$ cat src/rtl/writeback_unit_if.sv
// Handshake and bus signals of the writeback stage: upstream instruction, data-memory
// return path and register-file write port, bundled with master/slave views.
interface writeback_unit_if;
  logic        w_wb_valid;
  logic        w_wb_ready;
  logic [1:0]  w_wb_sel;
  logic        w_wb_reg_we;
  logic [4:0]  w_wb_rd;
  logic [31:0] w_alu_result;
  logic [31:0] w_imm_value;
  logic [1:0]  w_mem_byte_lane;
  logic [31:0] w_mem_rdata;
  logic        w_mem_rvalid;
  logic        w_rf_we;
  logic [4:0]  w_rf_waddr;
  logic [31:0] w_rf_wdata;
  logic        w_wb_err;

  modport master (
    output w_wb_valid, w_wb_sel, w_wb_reg_we, w_wb_rd, w_alu_result, w_imm_value,
           w_mem_byte_lane, w_mem_rdata, w_mem_rvalid,
    input  w_wb_ready, w_rf_we, w_rf_waddr, w_rf_wdata, w_wb_err
  );

  modport slave (
    input  w_wb_valid, w_wb_sel, w_wb_reg_we, w_wb_rd, w_alu_result, w_imm_value,
           w_mem_byte_lane, w_mem_rdata, w_mem_rvalid,
    output w_wb_ready, w_rf_we, w_rf_waddr, w_rf_wdata, w_wb_err
  );
endinterface

$ cat src/rtl/writeback_unit.sv
// Writeback stage: selects ALU/immediate/memory result and issues one registered
// register-file write per instruction. Optional load timeout under `WB_TIMEOUT_EN.
module writeback_unit #(
  parameter bit BYTE_SIGNED = 1'b1,
  parameter int MEM_TIMEOUT = 16
) (
  input logic            clock,
  input logic            reset_n,
  writeback_unit_if.slave bus
);

  typedef enum logic {IDLE, WAIT_MEM} state_t;

  state_t      state;
  logic        load_byte;
  logic [1:0]  load_lane;
  logic [4:0]  load_rd;
  logic        load_we;
  logic [7:0]  lane_byte;
  logic [31:0] load_data;
  logic        rf_we;
  logic [4:0]  rf_waddr;
  logic [31:0] rf_wdata;
  logic        wb_err;

  assign bus.w_wb_ready = (state == IDLE) && reset_n;
  assign bus.w_rf_we    = rf_we;
  assign bus.w_rf_waddr = rf_waddr;
  assign bus.w_rf_wdata = rf_wdata;

  always_comb begin
    lane_byte = 8'h00;
    case (load_lane)
      2'd0: lane_byte = bus.w_mem_rdata[7:0];
      2'd1: lane_byte = bus.w_mem_rdata[15:8];
      2'd2: lane_byte = bus.w_mem_rdata[23:16];
      2'd3: lane_byte = bus.w_mem_rdata[31:24];
      default: lane_byte = 8'h00;
    endcase
    if (load_byte)
      load_data = {{24{BYTE_SIGNED & lane_byte[7]}}, lane_byte};
    else
      load_data = bus.w_mem_rdata;
  end

`ifdef WB_TIMEOUT_EN
  localparam logic [7:0] TIMEOUT_LIMIT = 8'(MEM_TIMEOUT);
  logic [7:0] wait_count;
  logic [7:0] wait_next;
  assign wait_next  = wait_count + 8'd1;
  assign bus.w_wb_err = wb_err;
`else
  assign bus.w_wb_err = 1'b0;
`endif

  // rvalid is only looked at while a load is outstanding; in WAIT_MEM it beats the timeout.
  always_ff @(posedge clock or negedge reset_n) begin
    if (!reset_n) begin
      state     <= IDLE;
      load_byte <= 1'b0;
      load_lane <= 2'd0;
      load_rd   <= 5'd0;
      load_we   <= 1'b0;
      rf_we     <= 1'b0;
      rf_waddr  <= 5'd0;
      rf_wdata  <= 32'd0;
      wb_err    <= 1'b0;
`ifdef WB_TIMEOUT_EN
      wait_count <= 8'd0;
`endif
    end else begin
      rf_we  <= 1'b0;
      wb_err <= 1'b0;
      case (state)
        IDLE: begin
          if (bus.w_wb_valid) begin
            if (bus.w_wb_sel[1]) begin
              rf_we    <= bus.w_wb_reg_we && (bus.w_wb_rd != 5'd0);
              rf_waddr <= bus.w_wb_rd;
              rf_wdata <= bus.w_wb_sel[0] ? bus.w_alu_result : bus.w_imm_value;
            end else begin
              load_byte <= bus.w_wb_sel[0];
              load_lane <= bus.w_mem_byte_lane;
              load_rd   <= bus.w_wb_rd;
              load_we   <= bus.w_wb_reg_we;
              state     <= WAIT_MEM;
`ifdef WB_TIMEOUT_EN
              wait_count <= 8'd0;
`endif
            end
          end
        end
        WAIT_MEM: begin
          if (bus.w_mem_rvalid) begin
            rf_we    <= load_we && (load_rd != 5'd0);
            rf_waddr <= load_rd;
            rf_wdata <= load_data;
            state    <= IDLE;
          end
`ifdef WB_TIMEOUT_EN
          else begin
            wait_count <= wait_next;
            if (wait_next == TIMEOUT_LIMIT) begin
              wb_err <= 1'b1;
              state  <= IDLE;
            end
          end
`endif
        end
        default: state <= IDLE;
      endcase
    end
  end

endmodule

$ cat src/flat_wrapper.sv
// flat-port wrapper written by rule: the top's interface ports become plain ports
module writeback_unit_flat 
#(
  parameter bit BYTE_SIGNED = 1'b1,
  parameter int MEM_TIMEOUT = 16
)
  (clock, reset_n, bus_w_wb_valid, bus_w_wb_sel, bus_w_wb_reg_we, bus_w_wb_rd, bus_w_alu_result, bus_w_imm_value, bus_w_mem_byte_lane, bus_w_mem_rdata, bus_w_mem_rvalid, bus_w_wb_ready, bus_w_rf_we, bus_w_rf_waddr, bus_w_rf_wdata, bus_w_wb_err);
  writeback_unit_if bus_i ();
  input logic clock;
  input logic reset_n;
  input wire logic [$bits(bus_i.w_wb_valid)-1:0] bus_w_wb_valid;
  input wire logic [$bits(bus_i.w_wb_sel)-1:0] bus_w_wb_sel;
  input wire logic [$bits(bus_i.w_wb_reg_we)-1:0] bus_w_wb_reg_we;
  input wire logic [$bits(bus_i.w_wb_rd)-1:0] bus_w_wb_rd;
  input wire logic [$bits(bus_i.w_alu_result)-1:0] bus_w_alu_result;
  input wire logic [$bits(bus_i.w_imm_value)-1:0] bus_w_imm_value;
  input wire logic [$bits(bus_i.w_mem_byte_lane)-1:0] bus_w_mem_byte_lane;
  input wire logic [$bits(bus_i.w_mem_rdata)-1:0] bus_w_mem_rdata;
  input wire logic [$bits(bus_i.w_mem_rvalid)-1:0] bus_w_mem_rvalid;
  output wire logic [$bits(bus_i.w_wb_ready)-1:0] bus_w_wb_ready;
  output wire logic [$bits(bus_i.w_rf_we)-1:0] bus_w_rf_we;
  output wire logic [$bits(bus_i.w_rf_waddr)-1:0] bus_w_rf_waddr;
  output wire logic [$bits(bus_i.w_rf_wdata)-1:0] bus_w_rf_wdata;
  output wire logic [$bits(bus_i.w_wb_err)-1:0] bus_w_wb_err;
  assign bus_i.w_wb_valid = bus_w_wb_valid;
  assign bus_i.w_wb_sel = bus_w_wb_sel;
  assign bus_i.w_wb_reg_we = bus_w_wb_reg_we;
  assign bus_i.w_wb_rd = bus_w_wb_rd;
  assign bus_i.w_alu_result = bus_w_alu_result;
  assign bus_i.w_imm_value = bus_w_imm_value;
  assign bus_i.w_mem_byte_lane = bus_w_mem_byte_lane;
  assign bus_i.w_mem_rdata = bus_w_mem_rdata;
  assign bus_i.w_mem_rvalid = bus_w_mem_rvalid;
  assign bus_w_wb_ready = bus_i.w_wb_ready;
  assign bus_w_rf_we = bus_i.w_rf_we;
  assign bus_w_rf_waddr = bus_i.w_rf_waddr;
  assign bus_w_rf_wdata = bus_i.w_rf_wdata;
  assign bus_w_wb_err = bus_i.w_wb_err;
  writeback_unit #(.BYTE_SIGNED(BYTE_SIGNED), .MEM_TIMEOUT(MEM_TIMEOUT)) u_core (.clock(clock), .reset_n(reset_n), .bus(bus_i));
endmodule
$ cat config.mk
export PLATFORM = sky130hd
export DESIGN_NAME = writeback_unit_flat
export DESIGN_NICKNAME = d
export VERILOG_FILES = /design/src/rtl/writeback_unit_if.sv /design/src/rtl/writeback_unit.sv /design/src/flat_wrapper.sv
export SDC_FILE = /design/constraint.sdc
export NUM_CORES = 1
export LEC_CHECK = 0
export BUFFER_PORTS_ARGS = -buffer_cell sky130_fd_sc_hd__buf_4
export CAP_MARGIN = 5
export CORE_AREA = 2 2 87 80
export CTS_CLUSTER_DIAMETER = 100
export DETAILED_ROUTE_END_ITERATION = 16
export DIE_AREA = 0 0 89 82
export PLACE_DENSITY_LB_ADDON = 0.05
export SKIP_LAST_GASP = 1
export SLEW_MARGIN = 0
export SYNTH_ARGS = -nofsm -noshare
export SYNTH_HDL_FRONTEND = slang
export SYNTH_SLANG_ARGS = --single-unit
export TNS_END_PERCENT = 1
$ cat constraint.sdc
create_clock -name clock -period 1.8 [get_ports clock]
set_clock_uncertainty 0.2 [all_clocks]
set_input_delay 0 -clock clock [delete_from_list [all_inputs] [get_ports clock]]
set_output_delay 0 -clock clock [all_outputs]
set_load 0.02 [all_outputs]
==> results_dict.tcl, run 1 <==
set metrics [dict create \
    rsz0062_at_grt "true" \
    netlist_area_mm2 0.002810 \
    synth_edf_count 0 \
    synth_top_area_share_pct 42.74 \
    clk-insertion-delay-late_ps 300 \
    htree_num_levels 2 \
    path_class "in2reg" \
    cts_setup_buffers 0 \
    ys_seq_area_share_pct 42.74 \
    cts_tree "done" \
    critical_path.startpoint "bus_w_alu_result[11]" \
    initialDrtViolationCount 227 \
    timing.final.crit_share_pct 98.74 \
    post_route_cells_drive_above_1_share_pct 38.21 \
    cts_buffers 5 \
    layout_common_cells "158 x buf_4, 105 x dlygate4sd3_1, 48 x dfrtp_1" \
    required_ps 1780 \
    dp_cells 524 \
    antennaDiodeCount 0 \
    grt_pass1_vias 3399 \
    grt_pass1_wl_um 16490 \
    routed-via-count 3367 \
    fillers 407 \
    initial_core_util_pct 43.59 \
    firstDrtPassIters 5 \
    hp-class "in2reg" \
    max-clock-path-buffers 2 \
    boundaryPins 150 \
    status "finished clean" \
    core-area_mm2 0.006446 \
    hold_viol 0 \
    slew_headroom_pct 43.36 \
    worst_setup_path_end_kind "flip-flop" \
    antenna_found_initial 0 \
    finalMaxSlewViolations 0 \
    r2r_start "u_core.state$_DFF_PN0_" \
    die_h_um 82 \
    grtUsageTotal_pct 29.86 \
    syn-num-nets 408 \
    nNetsFinal 656 \
    synth_top_area_cell "dfrtp_1" \
    fin_cells 637 \
    viasPerCell 5.286 \
    maxCapViolations 0 \
    period_minus_slack_ps 1777 \
    synthTopCellsByArea "dfrtp_1 43%, mux2_2 13%, o21ai_0 8.2%" \
    yosysWarnings 0 \
    ys.flop_type "dfrtp_1" \
    cts_root_buffer "clkbuf_8" \
    cp_max_fo 1 \
    final_common_cell "buf_4" \
    syn_to_final_growth_pct 85.80 \
    power_leakage_nw 2.417 \
    cp.arrival_ps 1760 \
    irDropWorstVdd_v 0.0004896 \
    rows 28 \
    path_clk_slew_ps 90 \
    yosysUniqueCellTypes 29 \
    io_buffers 148 \
    avgSynthCellArea_um2 9.430 \
    drt_wl_total_um 10840 \
    cts.sinks 48 \
    setup-violations-final 0 \
    post-route-drc-count 0 \
    ant_nets 0 \
    dpl.hpwl_um 6686 \
    routedWlPerCell_um 17.01 \
    tightest_slew_ps 846.8 \
    powerDensity_mw_per_mm2 810.9 \
    max_freq_mhz 562.6 \
    dieArea_mm2 0.007298 \
    async_flop_share_pct 100.0 \
    fin_tns_setup_ps 0 \
    overflow 0 \
    gp_congestion 0.7878 \
    grt_max_degree 35 \
    startpoint_type "input port" \
    syn_inst 298 \
    min-delay-start "bus_w_mem_rdata[3]" \
    chipWidth_um 89 \
    ys_ff_latch 48 \
]
## per-layer routing
metal  global-route usage [%]  wire (um)  part of all wire (%)  up-vias
met5                        0          0                     0        -
met4                    10.00        157                   1.4        0
met3                    4.824        771                   7.1       18
met2                    52.31       5441                    50      162
met1                    37.52       4466                    41     1599
li1                         -          -                     -     1588
## worst max-delay path, stage by stage
cell	delay [ps]
dlygate4sd3_1	560
buf_4	140
mux2_2	260
dlygate4sd3_1	550
o21ai_0	180
o21ai_1	80
## path summary, 6_finish.rpt
| kind | cells past startpoint | slack [ps] | endpoint |
|---|---|---|---|
| max in group asynchronous | 3 | 130 | u_core.bus.w_rf_wdata[27]$_DFFE_PN0P_ |
| worst min register to register | 2 | 290 | u_core.bus.w_rf_waddr[0]$_DFFE_PN0P_ |
| worst max register to register | 3 | 30 | u_core.bus.w_rf_we$_DFF_PN0_ |
| min in group asynchronous | 3 | 130 | u_core.load_rd[1]$_DFFE_PN0P_ |
| worst max-delay path | 6 | 20 | u_core.bus.w_rf_wdata[11]$_DFFE_PN0P_ |
| worst min-delay path | 4 | 10 | u_core.bus.w_rf_wdata[3]$_DFFE_PN0P_ |
## flip-flops by register name, summed over array words and instances (netlist names)
name	cells
u_core.bus.w_rf_waddr	5
u_core.bus.w_rf_wdata	32
u_core.bus.w_rf_we	1
u_core.load_byte	1
u_core.load_lane	2
u_core.load_rd	5
u_core.load_we	1
u_core.state	1
## per-stage QoR
stage / instance area (um2) / util [%] / power, mW / hold slack (ps) / worst slack [ps]
finish: 5221 / 81.00 / 4.234 / 14.07 / 22.69
global route: 5221 / 81.00 / 4.478 / 49.79 / -52.93
CTS: 5196 / 80.61 / 4.203 / 5.580 / -5.336
detailed placement: 4046 / 62.77 / 3.312 / -297.3 / 5.408
global placement: 4046 / 62.77 / 3.278 / -295.3 / 15.48
floorplan: 2810 / - / 2.483 / -495.6 / 177.2
## cell usage after synthesis (2+ instances only)
master    count
a21oi_1      25
buf_4         3
clkbuf_1      6
dfrtp_1      48
mux2_2       32
mux2i_1      21
inv_1         2
o21ai_1      25
o21ai_0      46
nor2_1        2
o22a_1        7
buf_2        15
or4_1         2
o22ai_1       7
nand2_1      36
a221oi_1      7
buf_6         2
## power by group
group          leakage (nW)  internal, mW  switching (mW)  total (mW)
combinational          1.79          1.01           0.996        2.01
sequential            0.578          1.36           0.194        1.55
clock                0.0510         0.308           0.369       0.676
total                  2.42          2.68            1.56        4.23
## cell families after synthesis
family	share of synthesized area, %
multiplexers	20.30
other	0.1334
AND/OR/NAND/NOR	6.813
buffers and inverters	5.610
flip-flops	42.74
AO/OA/AOI/OAI	24.40
## timing repair
item	CTS	global route
hold buffers	105	1
pin swaps	0	0
hold endpoints to repair	96	18
endpoints found under the setup margin	2	37
resized for setup	1	4
## layout make-up
type	instances	area, um2	share of cell area [%]
Multi-Input combinational cell	220	1483	28.40
Sequential cell	48	1201	23.00
Clock inverter	2	10.01	0.1917
Clock buffer	6	82.58	1.582
Timing Repair Buffer	267	2317	44.38
Tap cell	90	112.6	2.157
Inverter	4	15.01	0.2876
Note: power is estimated with default switching activity, not from simulation.
==> inputs of run 2 (changes only) <==
BUFFER_PORTS_ARGS = default   (was -buffer_cell sky130_fd_sc_hd__buf_4)
CORE_AREA = 2 2 85 63   (was 2 2 87 80)
DIE_AREA = 0 0 87 65   (was 0 0 89 82)
DONT_BUFFER_PORTS = 1   (was default)
==> run 2 against run 1 <==
Effect of this change: the flow now stops in clock tree synthesis; synthesized cell count is the same; area after synthesis unchanged.
==> results_dict.tcl, run 2 <==
set metrics [dict create \
    rows 22 \
    ys_ff_latch 48 \
    synth_edf_count 0 \
    cts_root_buffer "clkbuf_8" \
    htree_num_levels 2 \
    synth_top_area_cell "dfrtp_1" \
    io_buffers 0 \
    cts_hold_buf 101 \
    dpl.hpwl_um 5573 \
    chipWidth_um 87 \
    cts.sinks 48 \
    max-clock-path-buffers 2 \
    synth_top_family_by_area "compound AO/OA/AOI/OAI gates" \
    ys.flop_type "dfrtp_1" \
    ys_seq_area_share_pct 42.74 \
    synthTopCellsByCount "48 x dfrtp_1, 46 x o21ai_0, 36 x nand2_1" \
    status "stopped before the end" \
    lastStage "clock tree synthesis" \
    yosysUniqueCellTypes 29 \
    syn-num-nets 408 \
    synth_compound_area_share_pct 24.40 \
    avgSynthCellArea_um2 9.430 \
    syn_inst 298 \
    netlist_area_mm2 0.002810 \
    error_line "[ERROR RSZ-0060] Max buffer count reached." \
    synth_top_area_share_pct 42.74 \
    async_flop_share_pct 100.0 \
    initial_core_util_pct 57.03 \
    die_h_um 65 \
    synth_mux_area_share_pct 20.30 \
    yosysWarnings 0 \
    boundaryPins 150 \
    synthTopCellsByArea "dfrtp_1 43%, mux2_2 13%, o21ai_0 8.2%" \
    cts_buffers 5 \
    yosys.area_share.simple_pct 6.812 \
    cts_setup_buffers 0 \
    gp_congestion 0.8619 \
    synth-xor-area-share_pct 0 \
    yosys.area_share.adder_pct 0 \
    post_cts_resized 0 \
    yosysMostFrequentCell "dfrtp_1" \
]
## run 2: cell counts after synthesis
Identical to the previous run, type by type.
## run 2: through the flow
stage | setup slack, ps | cells | util, % | hold slack (ps) | instance area [um2]
after detailed placement | 92.89 | 348 | 58.61 | -495.0 | 2888
after global placement | 115.3 | 348 | 58.61 | -494.9 | 2888
after floorplan | 177.2 | 298 | - | -495.6 | 2810
## run 2: logic make-up after synthesis
group / after synthesis
DFF: 48
and+or+nand+nor: 45
muxes: 53
buffers and inverters: 30
other: 1
AOI/OAI and AO/OA: 121
==> inputs of run 3 (changes only) <==
CORE_AREA = 2 2 87 89   (was 2 2 85 63)
CTS_CLUSTER_DIAMETER = default   (was 100)
DIE_AREA = 0 0 89 91   (was 0 0 87 65)
PLACE_DENSITY_LB_ADDON = 0.15   (was 0.05)
==> run 3 against run 2 <==
Effect of this change: area after synthesis did not move; the run again fails in clock tree synthesis; synthesized cell count is the same.
==> results_dict.tcl, run 3 <==
set metrics [dict create \
    yosysUniqueCellTypes 29 \
    cts_setup_buffers 0 \
    die_h_um 91 \
    chipWidth_um 89 \
    cts_hold_buf 102 \
    error_line "[ERROR RSZ-0060] Max buffer count reached." \
    cts_root_buffer "clkbuf_8" \
    yosysMostFrequentCell "dfrtp_1" \
    cts_buffers 5 \
    boundaryPins 150 \
    netlist_area_mm2 0.002810 \
    gp_congestion 0.8123 \
    synthTopCellsByCount "48 x dfrtp_1, 46 x o21ai_0, 36 x nand2_1" \
    synth_top_area_cell "dfrtp_1" \
    dpl.hpwl_um 6002 \
    htree_num_levels 2 \
    synth_top_area_share_pct 42.74 \
    cts.sinks 48 \
    ys.flop_type "dfrtp_1" \
    syn-num-nets 408 \
    rows 31 \
    synth_edf_count 0 \
    max-clock-path-buffers 2 \
    post_cts_resized 0 \
    avgSynthCellArea_um2 9.430 \
    async_flop_share_pct 100.0 \
    initial_core_util_pct 39.38 \
    status "stopped before the end" \
    ys_seq_area_share_pct 42.74 \
    lastStage "clock tree synthesis" \
    synthTopCellsByArea "dfrtp_1 43%, mux2_2 13%, o21ai_0 8.2%" \
    syn_inst 298 \
    io_buffers 0 \
    ys_ff_latch 48 \
    yosysWarnings 0 \
]
run 3: cell counts after synthesis:
Identical to the previous run, type by type.
run 3: metrics by stage:
step                      setup slack (ps)  instances  hold slack [ps]  cell area, um2
after floorplan                      177.2        298           -495.6            2810
after global placement               130.6        386           -493.5            2942
after detailed placement             114.5        386           -494.3            2942
run 3: cell families after synthesis:
logic type | share of synthesized area, %
AND/OR/NAND/NOR | 6.813
multiplexers | 20.30
other | 0.1334
AO/OA/AOI/OAI | 24.40
flip-flops | 42.74
buffers and inverters | 5.610
